`config.mk`:
```
export PLATFORM = sky130hd
export DESIGN_NAME = burst_serializer
export DESIGN_NICKNAME = d
export VERILOG_FILES = /design/src/rtl/burst_serializer_pkg.sv /design/src/rtl/burst_serializer_raster_counter.sv /design/src/rtl/burst_serializer.sv
export SDC_FILE = /design/constraint.sdc
export NUM_CORES = 1
export LEC_CHECK = 0
export CAP_MARGIN = 20
export CORE_MARGIN = 4
export CORE_UTILIZATION = 44
export DETAILED_ROUTE_END_ITERATION = 6
export HOLD_SLACK_MARGIN = 0.03
export PLACE_DENSITY = 0.86
export SETUP_SLACK_MARGIN = 0.1
export SYNTH_ARGS = -nofsm -noshare
export SYNTH_HDL_FRONTEND = slang
export SYNTH_HIERARCHICAL = 1
export SYNTH_SLANG_ARGS = --single-unit
```
`constraint.sdc`:
```
create_clock -name clk -period 1.5 [get_ports clk]
set_input_delay 0.3 -clock clk [delete_from_list [all_inputs] [get_ports clk]]
set_output_delay 0.3 -clock clk [all_outputs]
set_load 0.05 [all_outputs]
```
`src/rtl/burst_serializer_pkg.sv`:
```
// -----------------------------------------------------------------------------
// burst_serializer_pkg
// Shared types, default geometry and width helpers for the burst serializer.
//   state_t          : control FSM encoding (IDLE / RUN / DONE)
//   col_w / row_w    : raster counter widths, never narrower than 1 bit
//   lane_w           : lane index width inside one burst
//   bursts_per_frame : number of input beats that make up a full frame
// -----------------------------------------------------------------------------
package burst_serializer_pkg;

    localparam int DEF_PIXEL_BIT_WIDTH  = 10;
    localparam int DEF_PIXELS_PER_BURST = 4;
    localparam int DEF_IN_ROWS          = 20;
    localparam int DEF_IN_COLS          = 20;

    typedef enum logic [1:0] {
        IDLE = 2'd0,
        RUN  = 2'd1,
        DONE = 2'd2
    } state_t;

    function automatic int col_w(input int cols);
        return (cols > 1) ? $clog2(cols) : 1;
    endfunction

    function automatic int row_w(input int rows);
        return (rows > 1) ? $clog2(rows) : 1;
    endfunction

    function automatic int lane_w(input int ppb);
        return (ppb > 1) ? $clog2(ppb) : 1;
    endfunction

    function automatic int bursts_per_frame(input int rows, input int cols, input int ppb);
        return (rows * cols) / ppb;
    endfunction

    localparam int BURSTS_PER_FRAME =
        bursts_per_frame(DEF_IN_ROWS, DEF_IN_COLS, DEF_PIXELS_PER_BURST);

endpackage

```
`src/rtl/burst_serializer_raster_counter.sv`:
```
// -----------------------------------------------------------------------------
// raster_counter
// Column/row position of the pixel currently offered on the output stream.
// Ports:
//   clk, reset (sync, active-low)
//   clear  : return to (0,0); has priority over enable
//   enable : advance one pixel (column first, wrap into next row, wrap frame)
//   col    : current column
//   row    : current row
//   last   : position is the final pixel of the frame
// -----------------------------------------------------------------------------
module raster_counter
    import burst_serializer_pkg::*;
#(
    parameter int COLS  = DEF_IN_COLS,
    parameter int ROWS  = DEF_IN_ROWS,
    parameter int COL_W = col_w(COLS),
    parameter int ROW_W = row_w(ROWS)
) (
    input  logic             clk,
    input  logic             reset,
    input  logic             clear,
    input  logic             enable,
    output logic [COL_W-1:0] col,
    output logic [ROW_W-1:0] row,
    output logic             last
);

    localparam logic [COL_W-1:0] COL_LAST = COL_W'(COLS - 1);
    localparam logic [ROW_W-1:0] ROW_LAST = ROW_W'(ROWS - 1);

    // Position register: explicit wrap on both axes so the counters never overflow.
    always_ff @(posedge clk) begin
        if (!reset) begin
            col <= '0;
            row <= '0;
        end else if (clear) begin
            col <= '0;
            row <= '0;
        end else if (enable) begin
            if (col == COL_LAST) begin
                col <= '0;
                if (row == ROW_LAST) begin
                    row <= '0;
                end else begin
                    row <= row + ROW_W'(1);
                end
            end else begin
                col <= col + COL_W'(1);
            end
        end else begin
            col <= col;
            row <= row;
        end
    end

    // Final-pixel decode of the registered position.
    always_comb begin
        last = (col == COL_LAST) && (row == ROW_LAST);
    end

endmodule

```
`src/rtl/burst_serializer.sv`:
```
// -----------------------------------------------------------------------------
// burst_serializer
// Takes PIXELS_PER_BURST-wide bursts from the frame grabber and emits one pixel
// per beat on an AXI-Stream master, tagged with its raster coordinates.
// One frame is produced per ap_start.
// Ports:
//   clk, reset (sync, active-low)
//   ap_start/ap_done/ap_ready/ap_idle : block-level control handshake
//   s_axis_tvalid/tready/tdata        : burst input, lane 0 in the LSBs = leftmost pixel
//   s_axis_tuser, sof_err             : only with BURST_SERIALIZER_SOF_SYNC_EN
//   m_axis_tvalid/tready/tdata/tlast  : pixel output
//   cnt_col, cnt_row                  : coordinates of the pixel on m_axis
// Build option:
//   BURST_SERIALIZER_SOF_SYNC_EN - drop bursts until one carries tuser=1, and
//   flag a sticky sof_err if tuser reappears later in the same frame.
// -----------------------------------------------------------------------------
module burst_serializer
    import burst_serializer_pkg::*;
#(
    parameter int PIXEL_BIT_WIDTH  = DEF_PIXEL_BIT_WIDTH,
    parameter int PIXELS_PER_BURST = DEF_PIXELS_PER_BURST,
    parameter int IN_ROWS          = DEF_IN_ROWS,
    parameter int IN_COLS          = DEF_IN_COLS
) (
    input  logic                                        clk,
    input  logic                                        reset,
    input  logic                                        ap_start,
    output logic                                        ap_done,
    output logic                                        ap_ready,
    output logic                                        ap_idle,
    input  logic                                        s_axis_tvalid,
    output logic                                        s_axis_tready,
    input  logic [PIXELS_PER_BURST*PIXEL_BIT_WIDTH-1:0] s_axis_tdata,
`ifdef BURST_SERIALIZER_SOF_SYNC_EN
    input  logic                                        s_axis_tuser,
    output logic                                        sof_err,
`endif
    output logic                                        m_axis_tvalid,
    input  logic                                        m_axis_tready,
    output logic [PIXEL_BIT_WIDTH-1:0]                  m_axis_tdata,
    output logic                                        m_axis_tlast,
    output logic [col_w(IN_COLS)-1:0]                   cnt_col,
    output logic [row_w(IN_ROWS)-1:0]                   cnt_row
);

    localparam int LANE_W = lane_w(PIXELS_PER_BURST);
    localparam int BPF    = bursts_per_frame(IN_ROWS, IN_COLS, PIXELS_PER_BURST);
    localparam int BCNT_W = $clog2(BPF + 1);

    localparam logic [LANE_W-1:0] LAST_LANE = LANE_W'(PIXELS_PER_BURST - 1);
    localparam logic [BCNT_W-1:0] BPF_CNT   = BCNT_W'(BPF);

    state_t state_r;
    state_t state_nxt_s;

    logic                                        run_s;
    logic                                        start_s;
    logic                                        room_s;
    logic                                        frame_full_s;
    logic                                        load_s;
    logic                                        px_hs_s;
    logic                                        last_pos_s;
    logic [PIXELS_PER_BURST*PIXEL_BIT_WIDTH-1:0] buf_r;
    logic                                        buf_valid_r;
    logic [LANE_W-1:0]                           lane_r;
    logic [BCNT_W-1:0]                           bursts_r;
    logic [PIXEL_BIT_WIDTH-1:0]                  lanes_s [PIXELS_PER_BURST];
`ifdef BURST_SERIALIZER_SOF_SYNC_EN
    logic                                        synced_r;
    logic                                        sof_err_r;
`endif

    // FSM state register.
    always_ff @(posedge clk) begin
        if (!reset) begin
            state_r <= IDLE;
        end else begin
            state_r <= state_nxt_s;
        end
    end

    // FSM next state: a frame ends on the handshake of its final pixel.
    always_comb begin
        state_nxt_s = state_r;
        case (state_r)
            IDLE: begin
                if (ap_start) begin
                    state_nxt_s = RUN;
                end else begin
                    state_nxt_s = IDLE;
                end
            end
            RUN: begin
                if (px_hs_s && last_pos_s) begin
                    state_nxt_s = DONE;
                end else begin
                    state_nxt_s = RUN;
                end
            end
            DONE:    state_nxt_s = IDLE;
            default: state_nxt_s = IDLE;
        endcase
    end

    // FSM outputs: control handshake decoded from the state.
    always_comb begin
        ap_idle  = 1'b0;
        ap_ready = 1'b0;
        ap_done  = 1'b0;
        run_s    = 1'b0;
        case (state_r)
            IDLE: begin
                ap_idle  = 1'b1;
                ap_ready = 1'b1;
            end
            RUN:  run_s   = 1'b1;
            DONE: ap_done = 1'b1;
            default: begin
                ap_idle  = 1'b0;
                ap_ready = 1'b0;
            end
        endcase
    end

    // Stream handshakes. The buffer may be refilled in the same cycle its last
    // lane leaves, which keeps the output gap-free at full rate. Once a whole
    // frame of bursts has been taken, further input is held off upstream.
    always_comb begin
        start_s      = (state_r == IDLE) && ap_start;
        px_hs_s      = buf_valid_r && m_axis_tready;
        room_s       = !buf_valid_r || ((lane_r == LAST_LANE) && m_axis_tready);
        frame_full_s = (bursts_r == BPF_CNT);
`ifdef BURST_SERIALIZER_SOF_SYNC_EN
        // Before sync the buffer is empty, so bursts can be swallowed freely.
        s_axis_tready = run_s && (!synced_r || (room_s && !frame_full_s));
        load_s        = s_axis_tvalid && s_axis_tready && (synced_r || s_axis_tuser);
`else
        s_axis_tready = run_s && room_s && !frame_full_s;
        load_s        = s_axis_tvalid && s_axis_tready;
`endif
    end

    // Burst buffer and lane pointer.
    always_ff @(posedge clk) begin
        if (!reset) begin
            buf_r       <= '0;
            buf_valid_r <= 1'b0;
            lane_r      <= '0;
        end else if (load_s) begin
            buf_r       <= s_axis_tdata;
            buf_valid_r <= 1'b1;
            lane_r      <= '0;
        end else if (px_hs_s) begin
            if (lane_r == LAST_LANE) begin
                buf_valid_r <= 1'b0;
                lane_r      <= '0;
            end else begin
                lane_r      <= lane_r + LANE_W'(1);
            end
        end else begin
            buf_r       <= buf_r;
            buf_valid_r <= buf_valid_r;
            lane_r      <= lane_r;
        end
    end

    // Count of bursts loaded in the current frame.
    always_ff @(posedge clk) begin
        if (!reset) begin
            bursts_r <= '0;
        end else if (start_s) begin
            bursts_r <= '0;
        end else if (load_s) begin
            bursts_r <= bursts_r + BCNT_W'(1);
        end else begin
            bursts_r <= bursts_r;
        end
    end

`ifdef BURST_SERIALIZER_SOF_SYNC_EN
    // Start-of-frame tracking: first tuser burst syncs, any later one is an error.
    always_ff @(posedge clk) begin
        if (!reset) begin
            synced_r  <= 1'b0;
            sof_err_r <= 1'b0;
        end else if (start_s) begin
            synced_r  <= 1'b0;
            sof_err_r <= 1'b0;
        end else if (load_s) begin
            synced_r  <= 1'b1;
            sof_err_r <= sof_err_r | (synced_r & s_axis_tuser);
        end else begin
            synced_r  <= synced_r;
            sof_err_r <= sof_err_r;
        end
    end

    assign sof_err = sof_err_r;
`endif

    // Split the buffered burst into its pixel lanes.
    always_comb begin
        for (int i = 0; i < PIXELS_PER_BURST; i++) begin
            lanes_s[i] = buf_r[i*PIXEL_BIT_WIDTH +: PIXEL_BIT_WIDTH];
        end
    end

    // Output stream, driven straight from registered state.
    always_comb begin
        m_axis_tvalid = buf_valid_r;
        m_axis_tdata  = lanes_s[lane_r];
        m_axis_tlast  = run_s && last_pos_s && buf_valid_r;
    end

    raster_counter #(
        .COLS (IN_COLS),
        .ROWS (IN_ROWS)
    ) u_raster (
        .clk    (clk),
        .reset  (reset),
        .clear  (start_s),
        .enable (px_hs_s),
        .col    (cnt_col),
        .row    (cnt_row),
        .last   (last_pos_s)
    );

endmodule

```
### Yosys cells after proc, flatten, opt, wreduce, memory -nomap -nowiden

Cells that the tools add are included.

* bits in registers: 62
* bits in latches: 0
* bits in writable memories: 0
* bits in read-only memories: 0
* input bits: 45
* output and inout port bits: 26
* word-level logic and storage cells: 55
* memories kept: 0

* add/sub/neg operators: 4
* multipliers: 0
* div/mod/pow operators: 0
* $lt $le $gt $ge: 1
* equality and inequality tests: 6
* shifts and indexed selects: 0
* multiplexer cells: 15
* bitwise logic cells: 2
* reductions and logical operators: 20

Operators with widths (count)
* $bmux 10 s2: 1
* $mux 10: 2
* $add 5x1->5 const B: 2
* $eq 5x5->1 const B: 2
* $logic_and 1x1->1: 10
* $mux 5: 2
* $add 7x1->7 const B: 1
* $eq 7x7->1 const B: 1
* $mux 1: 7
* $eq 2x2->1 const B: 2
* $mux 2: 2
* $pmux 2 s2: 1
* $reduce_and 2->1: 2
* $reduce_bool 2->1: 2
* $reduce_or 2->1: 2
* $ge 3x3->1 const B: 1
* $not 2->3: 1
* $add 2x1->2 const B: 1
* $eq 2x1->1 const B: 1
* $logic_not 1->1: 2
* $logic_not 2->1: 1
* $logic_or 1x1->1: 1
* $not 1->1: 1

### Longest topological paths before layout

* depth after elaboration: 8
* depth in mapped cells: 9
* depth with buffers taken out: 7

### Hierarchy

The synthesis kept the hierarchy.

By module, submodules not included
* burst_serializer: instances 1, cells an instance 271, area an instance 2393.5 µm², seq. area each 1041.0 µm²
* raster_counter: instances 1, cells an instance 58, area an instance 510.5 µm², seq. area each 200.2 µm²

### Least setup slack after synthesis

No wires, ideal clock.

* path type: reg-to-output
* from: register u_raster.row[0]
* to: output m_axis_tlast
* arrival time: 1761 ps
* required time: 1200 ps
* path slack: -561 ps
* stages on the path, launching flop included: 5
* path buffers: 0
* path through: dfxtp_1 ha_1 nor4bb_1 and3_1 and3_1

* longest elaborated chain between the ends: 4

Ends and longest elaborated chain
* start: declaration: line burst_serializer_raster_counter.sv:25 `output logic [ROW_W-1:0] row,`
* start signal: assignment: line burst_serializer_raster_counter.sv:46 `row <= row + ROW_W'(1);`
* start signal: assignment: line burst_serializer_raster_counter.sv:53 `row <= row;`
* $eq 5x5->1: line burst_serializer_raster_counter.sv:59 `last = (col == COL_LAST) && (row == ROW_LAST);`
* $logic_and 1x1->1: line burst_serializer_raster_counter.sv:59
* via last_pos_s: line burst_serializer.sv:62 `logic last_pos_s;`
* $logic_and 1x1->1 (2 in series): line burst_serializer.sv:212 `m_axis_tlast = run_s && last_pos_s && buf_valid_r;`
* end: declaration: line burst_serializer.sv:41 `output logic m_axis_tlast,`

The timed path passes the listed nets, and every way through them passes these cells.

### Worst setup path in the final report

* from: register u_raster.row[1]
* to: output m_axis_tlast

Same word-level chain as after synthesis.

==> impl_metrics.py <==
metrics = {
    "critical_path": {
        "worstSetupEndpointType": "output port",
        "cp-start-kind": "flop",
        "crit_chain": "ha_4, nor4bb_4, and3_4, and3_4, buf_12",
        "slowest_delay_ns": 0.37,
        "cpLargestDelayFamily": "simple AND/OR/NAND/NOR gates",
        "worstPathMaxFanout": 2,
        "critPathRequiredTime_ns": 1.20,
        "critPathKind": "reg2out",
        "crit_slowest_cell": "dfxtp_4",
        "arrival_ns": 1.73,
        "cpMostUsedCell": "and3_4",
        "worst-path-buf-inv": 1,
    },
    "synth": {
        "synthesis.nets": 379,
        "ys_ff_latch": 62,
        "netlist-cell-type-count": 43,
        "synthesis.area_um2": 2904,
        "yosys_warnings": 6,
        "ys_seq_area_share_pct": 42.74,
        "synth-edff-count": 0,
        "avgSynthCellArea_um2": 8.827,
        "synthFlopType": "dfxtp_1",
        "synthCells": 329,
        "postSynth.asyncResetShare_pct": 0,
    },
    "power": {
        "power_density_nw_per_um2": 772.4,
        "switching_power_mw": 1.473,
        "p_total_mw": 4.564,
        "clkPwrFrac_pct": 36.3,
        "irDropWorstVdd_v": 0.0009416,
        "p_seq_share_pct": 38.4,
        "netSwitchingFraction_pct": 32.27,
        "pwr-share-comb_pct": 25.3,
        "intPower_mw": 3.091,
        "p_leak_nw": 2.035,
    },
    "timing": {
        "setup_slack_ns": -0.5281,
        "setup_violations": 67,
        "rsz0062_at_grt": "yes",
        "relSlewSlack_pct": 49.79,
        "finalMaxSlewViolations": 0,
        "tightest_slew_ns": 0.7532,
        "fin_setup_tns_ns": -16.38,
        "fin_hold_ws_ns": 0.4004,
        "max_freq_mhz": 493.1,
        "fin_skew_ns": 0.01601,
        "fin_crit_sh_pct": 135.2,
        "hold_viol": 0,
        "period_needed_ns": 2.028,
    },
    "clock_tree": {
        "clockBufferDepth": 2,
        "clk_latency_ns": 0.37,
        "clk_pin_slew_ns": 0.08,
        "cts-root-buf": "clkbuf_8",
        "cts_sinks": 62,
        "h-tree-depth": 3,
        "cts_buffers": 9,
        "cts_tree": "built",
    },
    "grt": {
        "grt_pass1_wl_mm": 19.07,
        "track_usage_pct": 32.66,
        "grt_pass1_vias": 3453,
        "grt-ovfl-total": 0,
        "antenna_found_initial": 0,
        "grt_max_degree": 44,
    },
    "die": {
        "die_h_um": 89.24,
        "fp.coreArea_um2": 6386,
        "die_area_um2": 7964,
        "std_cell_rows": 29,
        "pin_count": 71,
        "start_util_pct": 45.47,
        "die_w_um": 89.24,
    },
    "layout": {
        "antenna_cells": 0,
        "final_cell_mix": "dfxtp_1, a21oi_2, clkdlybuf4s50_1",
        "drive_gt1_share_pct": 66.30,
        "finish.utilization_pct": 92.54,
        "areaGrowthSynthToFinish_pct": 103.5,
        "fin_nets": 502,
        "final_common_cell": "dfxtp_1",
    },
    "placement": {
        "hpwl_mm": 6.160,
        "io_buffer_count": 70,
        "gp_congestion": 0.7816,
        "pre_cts_ws_ns": -0.3908,
    },
    "detailed_routing": {
        "vias": 3699,
        "ant_nets": 0,
        "wl_per_cell_um": 31.20,
        "drt-initial-drc-count": 469,
        "drc": 0,
        "via_per_inst": 6.927,
        "wl_mm": 16.66,
        "firstDrtPassIters": 5,
    },
    "run": {
        "drv_cap": 0,
    },
    "worst_hold_path": {
        "min_path_type": "in2reg",
    },
    "run_status": {
        "violations": "negative setup slack",
        "status": "finished, violations left",
    },
}
-- cell type report --
cell class	count	area [um^2]
Multi-Input combinational cell	231	2544
Timing Repair Buffer	140	1749
Sequential cell	62	1282
Fill cell	199	476.7
Clock buffer	11	152.6
Tap cell	77	96.34
Clock inverter	5	55.05
Inverter	8	30.03
-- cell usage after synthesis (4+ instances only) --
| cell | number | area [um^2] |
|---|---|---|
| dfxtp_1 | 62 | 1241 |
| a21oi_1 | 53 | 265.3 |
| o21ai_0 | 48 | 240.2 |
| nand3_1 | 46 | 230.2 |
| clkbuf_1 | 16 | 60.06 |
| mux4_2 | 10 | 225.2 |
| nand2_1 | 8 | 30.03 |
| inv_1 | 7 | 26.28 |
| nor2_1 | 7 | 26.28 |
| buf_1 | 6 | 22.52 |
| and3_1 | 5 | 31.28 |
| buf_2 | 5 | 25.02 |
| ha_1 | 5 | 62.56 |
| or4_1 | 5 | 37.54 |
| nand4_1 | 4 | 25.02 |
-- worst min-delay path, stage by stage --
cell     delay [ns]
buf_2          0.14
nand3_4        0.10
or4_4          0.12
a21oi_2        0.05
-- metrics by stage --
stage,cell area [um^2],cells
final,5909,534
after global routing,5909,534
after CTS,5309,521
after detailed placement,4230,480
after global placement,4230,480
after floorplan,3178,329
-- power by group through the flow --
| stage | combinational (mW) | clock, mW | sequential, mW |
|---|---|---|---|
| floorplan | 0.338 | 0 | 1.75 |
| global placement | 0.598 | 0 | 1.75 |
| detailed placement | 0.613 | 0 | 1.76 |
| CTS | 0.941 | 1.55 | 1.72 |
| global route | 1.18 | 1.70 | 1.75 |
| finish | 1.16 | 1.65 | 1.75 |
-- state kept, by name, summed over array words and instances, names as in the netlist --
signal         cells
u_raster/col       5
state_r            2
bursts_r           7
lane_r             2
m_axis_tvalid      1
buf_r             40
u_raster/row       5
-- final timing paths --
kind / startpoint / to / slack, ns / depth (start not counted)
max: u_raster/row[1]$_SDFFE_PP0P_ / m_axis_tlast / -0.53 / 5
min: s_axis_tvalid / bursts_r[6]$_SDFFE_PP0P_ / 0.40 / 4
max reg2reg: lane_r[0]$_SDFFE_PP0N_ / buf_r[30]$_SDFFE_PN0P_ / -0.36 / 10
min reg2reg: buf_r[0]$_SDFFE_PN0P_ / buf_r[0]$_SDFFE_PN0P_ / 0.49 / 2
-- layer usage --
metal | GRT usage [%] | routed length, um | vias to the layer above
li1 | - | - | 1466
met1 | 39.55 | 6093 | 1793
met2 | 53.38 | 7766 | 345
met3 | 9.585 | 1803 | 95
met4 | 15.16 | 997 | 0
met5 | 0 | 0 | -
-- kinds of logic (layout without fill, tap and decap cells) --
kind of cell    count (synthesis)  after routing  synth area share, %
buf+inv                        37            164                5.386
simple gates                   98             99                19.39
mux                            13             13                8.789
compound gates                111            111                20.64
fa+ha+maj                       5              5                2.154
xor+xnor                        3              3               0.9049
flops                          62             62                42.74
-- repair_timing --
| action | CTS | global route |
|---|---|---|
| endpoints found under the setup margin | 72 | 77 |
| hold buffers | 0 | 0 |
| resized for setup | 142 | 145 |
| pin swaps | 54 | 44 |
| gates cloned | 9 | 2 |
| setup buffers | 16 | 24 |
(Power assumes the default switching activity.)
